`config.mk`:
```
export PLATFORM = sky130hd
export DESIGN_NAME = reg_desp_ctrl
export DESIGN_NICKNAME = d
export VERILOG_FILES = /design/src/rtl/reg_desp_ctrl.sv
export SDC_FILE = /design/constraint.sdc
export NUM_CORES = 1
export LEC_CHECK = 0
export BUFFER_PORTS_ARGS = -buffer_cell sky130_fd_sc_hd__buf_2
export CAP_MARGIN = 10
export CORE_ASPECT_RATIO = 1.2
export CORE_UTILIZATION = 49
export DETAILED_ROUTE_END_ITERATION = 16
export HOLD_SLACK_MARGIN = 0.1
export PLACE_DENSITY = 0.79
export SETUP_SLACK_MARGIN = 0.3
export SLEW_MARGIN = 10
export SYNTH_ARGS = -nofsm -noshare
export SYNTH_HDL_FRONTEND = slang
export SYNTH_SLANG_ARGS = --single-unit
```
`constraint.sdc`:
```
create_clock -name clk -period 2.2 [get_ports clk]
set_input_delay 0.22 -clock clk [delete_from_list [all_inputs] [get_ports clk]]
set_output_delay 0.22 -clock clk [all_outputs]
set_load 0.02 [all_outputs]
```
`src/rtl/reg_desp_ctrl.sv`:
```
// Controller for an external parallel-load / serial shift register: TX loads a word and shifts it out,
// RX shifts a serial stream in; the completed register word is reported on result with a one-cycle pulse.
module reg_desp_ctrl #(
   parameter int         WIDTH      = 4,
   parameter logic [1:0] MODE_LOAD  = 2'b10,
   parameter logic [1:0] MODE_SHIFT = 2'b00
) (
   input  logic             clk,
   input  logic             reset_l,
   // Request handshake: a request is taken on a rising edge where req_valid && req_ready;
   // req_valid may be held across busy periods, the fields are only sampled at that edge.
   input  logic             req_valid,
   output logic             req_ready,
   input  logic             req_op,
   input  logic             req_dir,
   input  logic [WIDTH-1:0] req_data,
   input  logic             abort,
   input  logic             ser_in,
   output logic             ser_out,
   output logic             ser_valid,
   output logic             enb,
   output logic             dir,
   output logic [1:0]       mode,
   output logic [WIDTH-1:0] d,
   output logic             s_in,
   input  logic [WIDTH-1:0] q,
   input  logic             s_out,
   output logic [WIDTH-1:0] result,
   output logic             result_valid,
   output logic             busy,
   output logic [1:0]       state_dbg
);

   localparam int CW = (WIDTH > 1) ? $clog2(WIDTH) : 1;
   localparam logic [CW-1:0] CNT_LAST = CW'(WIDTH - 1);

   typedef enum logic [1:0] {
      IDLE  = 2'd0,
      LOAD  = 2'd1,
      SHIFT = 2'd2,
      DONE  = 2'd3
   } state_t;

   state_t        state;
   logic [CW-1:0] cnt;
   logic          rx_q;

   assign req_ready = (state == IDLE) && !abort;
   assign s_in      = (state == SHIFT && rx_q) ? ser_in : 1'b0;
   assign ser_out   = ser_valid ? s_out : 1'b0;
   assign state_dbg = state;

   // Control outputs are registered together with the state, so they always match the state they describe.
   always_ff @(posedge clk or negedge reset_l) begin
      if (!reset_l) begin
         state        <= IDLE;
         cnt          <= '0;
         rx_q         <= 1'b0;
         dir          <= 1'b0;
         enb          <= 1'b0;
         mode         <= MODE_SHIFT;
         d            <= '0;
         ser_valid    <= 1'b0;
         result       <= '0;
         result_valid <= 1'b0;
         busy         <= 1'b0;
      end else begin
         result_valid <= 1'b0;
         if (abort && state != IDLE) begin
            state     <= IDLE;
            cnt       <= '0;
            enb       <= 1'b0;
            mode      <= MODE_SHIFT;
            d         <= '0;
            ser_valid <= 1'b0;
            busy      <= 1'b0;
         end else begin
            case (state)
               IDLE: begin
                  if (req_valid && req_ready) begin
                     rx_q <= req_op;
                     dir  <= req_dir;
                     cnt  <= '0;
                     enb  <= 1'b1;
                     busy <= 1'b1;
                     if (req_op) begin
                        state <= SHIFT;
                        mode  <= MODE_SHIFT;
                     end else begin
                        state <= LOAD;
                        mode  <= MODE_LOAD;
                        d     <= req_data;
                     end
                  end
               end
               LOAD: begin
                  // Only TX passes through LOAD, so the following shifts drive ser_out.
                  state     <= SHIFT;
                  cnt       <= '0;
                  mode      <= MODE_SHIFT;
                  d         <= '0;
                  ser_valid <= 1'b1;
               end
               SHIFT: begin
                  if (cnt == CNT_LAST) begin
                     state     <= DONE;
                     cnt       <= '0;
                     enb       <= 1'b0;
                     ser_valid <= 1'b0;
                  end else begin
                     cnt <= cnt + 1'b1;
                  end
               end
               DONE: begin
                  state        <= IDLE;
                  busy         <= 1'b0;
                  result       <= q;
                  result_valid <= 1'b1;
               end
               default: state <= IDLE;
            endcase
         end
      end
   end

endmodule

```
==> results.sh <==
export IMPL_slew_violations=0
export IMPL_yosys_mux_area_fraction_pct=16.6
export IMPL_rsz0062_at_grt="false"
export IMPL_htreeDepth=1
export IMPL_cts_tree="built"
export IMPL_synthFlopType="dfrtp_1"
export IMPL_critPathSlowestCell="dfrtp_2"
export IMPL_crit_buf_inv=1
export IMPL_async_flop_share_pct=100
export IMPL_p_leak_nw=0.684
export IMPL_synth_nets=109
export IMPL_antenna_found_initial=0
export IMPL_ys_seq_elements=19
export IMPL_powerDensity_mw_per_mm2=1400
export IMPL_worst_ep_arrival_time_ps=1980
export IMPL_busiest_layer="met2"
export IMPL_rrSetupSlack_ps=410
export IMPL_final_common_cell="buf_2"
export IMPL_core_area_sq_mm=0.00205
export IMPL_drive_gt1_share_pct=50.0
export IMPL_worst_path_largest_cell_delay_ps=470
export IMPL_synth_cell_type_count=36
export IMPL_status="finished, violations left"
export IMPL_cts_buffers_inserted=3
export IMPL_numPortBuffers=34
export IMPL_synth_simple_area_share_pct=15.4
export IMPL_viasPerCell=5.19
export IMPL_drv_cap=0
export IMPL_peakVddDrop_mv=0.861
export IMPL_setup_viol=0
export IMPL_path_clk_slew_ps=120
export IMPL_grt_total_usage_pct=20.4
export IMPL_cts_setup_buffers=0
export IMPL_die_h_microns=53.1
export IMPL_crit_path_start_kind="flip-flop"
export IMPL_drt_pass1_iterations=10
export IMPL_antenna_left=0
export IMPL_hold_violations=0
export IMPL_cts_max_path_buffers=2
export IMPL_die_w_microns=44.6
export IMPL_period_share_pct=81.5
export IMPL_synthToLayoutAreaGrowth_pct=24.0
export IMPL_synth_xor_area_share_pct=0
export IMPL_synthAdderAreaFrac_pct=7.05
export IMPL_synth_top_family_by_area="multiplexers"
export IMPL_tns_ps=0
export IMPL_drc=1
export IMPL_fillers=167
export IMPL_worstPathCellList="inv_1 > ha_2 > nand4b_4 > o22ai_4 > mux2_2"
export IMPL_die_area_sq_mm=0.00236
export IMPL_final_cell_mix="34 x buf_2, 18 x dfrtp_1, 12 x mux2_2, 4 x nor3b_1, 4 x ha_1"
export IMPL_rows=18
export IMPL_grt_remaining_overflow=0
export IMPL_grt_pass1_wl_microns=3490
export IMPL_met3_usage_pct=3.41
export IMPL_wl_microns=2160
export IMPL_critPathKind="reg2reg"
export IMPL_min_path_type="in2reg"
export IMPL_period_needed_ps=1790
export IMPL_num_nets_final=147
export IMPL_critPathTopFamily="flip-flops"
export IMPL_initial_core_util_pct=52.0
export IMPL_fmax_mhz=558
export IMPL_antenna_cells=0
export IMPL_ios=36
export IMPL_grt_met2_usage_pct=36.8
export IMPL_gp_congestion=0.766
export IMPL_cts_root_buf="clkbuf_4"
export IMPL_globalRouteMet1Util_pct=23.7
export IMPL_power_w=0.00185
export IMPL_insertion_delay_ps=290
export IMPL_synth_area_per_cell_sq_um=12.2
export IMPL_required_ps=2390
export IMPL_cts_sinks=19
export IMPL_fin_skew_ps=3.08
export IMPL_dp_hpwl_microns=1680
export IMPL_place_area_sq_mm=0.00126
export IMPL_critical_path_peak_fanout=7
export IMPL_synth_top_area_share_pct=44.7
export IMPL_drt_initial_drc_count=11
export IMPL_grt_pass1_vias=807
export IMPL_stdcell_area_sq_mm=0.00132
export IMPL_yosysWarnings=0
export IMPL_routedWlPerCell_microns=14.0
export IMPL_grt_max_degree=20
export IMPL_cp_end_kind="flip-flop"
export IMPL_synth_enable_flop_cells=0
export IMPL_synthTopCellsByArea="dfrtp_1 45%, mux2_2 13%, ha_1 7.1%"
export IMPL_violations="design-rule violations"
export IMPL_synthCells=87
export IMPL_via_count=799
export IMPL_syn_area_sq_mm=0.00106
export IMPL_yosysSeqAreaShare_pct=44.7
export IMPL_yosysTopAreaCell="dfrtp_1"
export IMPL_synth_compound_area_share_pct=11.8
[metal layers]
metal  routed length [microns]  share of wire [%]
met4                        14               0.65
met2                      1130                 53
met5                         0                  0
met1                       929                 43
met3                        77                3.6
[final cells by class]
class	count	area, sq um	area share, %
clock buffer	3	22.5	1.71
clock inverter	1	5.00	0.379
inverter	4	15.0	1.14
multi-input combinational	60	568	43.0
sequential	19	477	36.1
tap	30	37.5	2.84
timing repair buffer	37	195	14.8
[sequential cells by signal, indices dropped and copies added (netlist names)]
name / count
cnt: 2
busy: 1
d: 4
enb: 1
ser_valid: 1
result_valid: 1
state_dbg: 2
rx_q: 1
mode: 1
dir: 1
result: 4
[Yosys cell counts (2+ instances only)]
library cell	number
nor2_1	3
ha_1	6
and3_1	2
nand2_1	2
mux2i_1	3
dfrtp_1	19
buf_4	2
nor3b_1	4
o21ai_0	2
nand3_1	2
inv_1	4
nand2b_1	2
nor2b_1	2
mux2_2	12
[worst paths after layout]
kind                            cells past startpoint          from      endpoint
worst max-delay path                                5  state_dbg[0]          d[0]
worst max register to register                      5  state_dbg[0]          d[0]
worst min-delay path                                2          q[0]     result[0]
worst min register to register                      1           enb           enb
max in group asynchronous                           2       reset_l  state_dbg[0]
min in group asynchronous                           2       reset_l  state_dbg[1]
[logic make-up after synthesis]
group                      after synthesis
and+or+nand+nor                         23
AOI/OAI and AO/OA                       14
adders and majority gates                6
muxes                                   16
other                                    1
DFF                                     19
buffers and inverters                    8
[power breakdown]
group          total (W)  internal, W  switching (W)
Clock           0.000181    0.0000676       0.000113
Combinational    0.00107     0.000479       0.000596
Sequential      0.000593     0.000500      0.0000933
Total            0.00185      0.00105       0.000802
[stage by stage]
| step | setup slack, ps | utilization, % | instances | hold slack, ps |
|---|---|---|---|---|
| final | 406 | 64.4 | 154 | 145 |
| after floorplan | 336 | - | 87 | -75.6 |
| after CTS | 341 | 63.3 | 154 | 143 |
| after global routing | 319 | 64.4 | 154 | 133 |
| after global placement | 396 | 61.4 | 149 | 181 |
| after detailed placement | 304 | 61.4 | 149 | 190 |
[what timing repair did]
item | CTS | global route
pin swaps | 0 | 1
hold endpoints to repair | 19 | 0
hold buffers | 1 | 0
endpoints found under the setup margin | 4 | 6
gates resized for setup | 1 | 5
(Power assumes the default switching activity.)
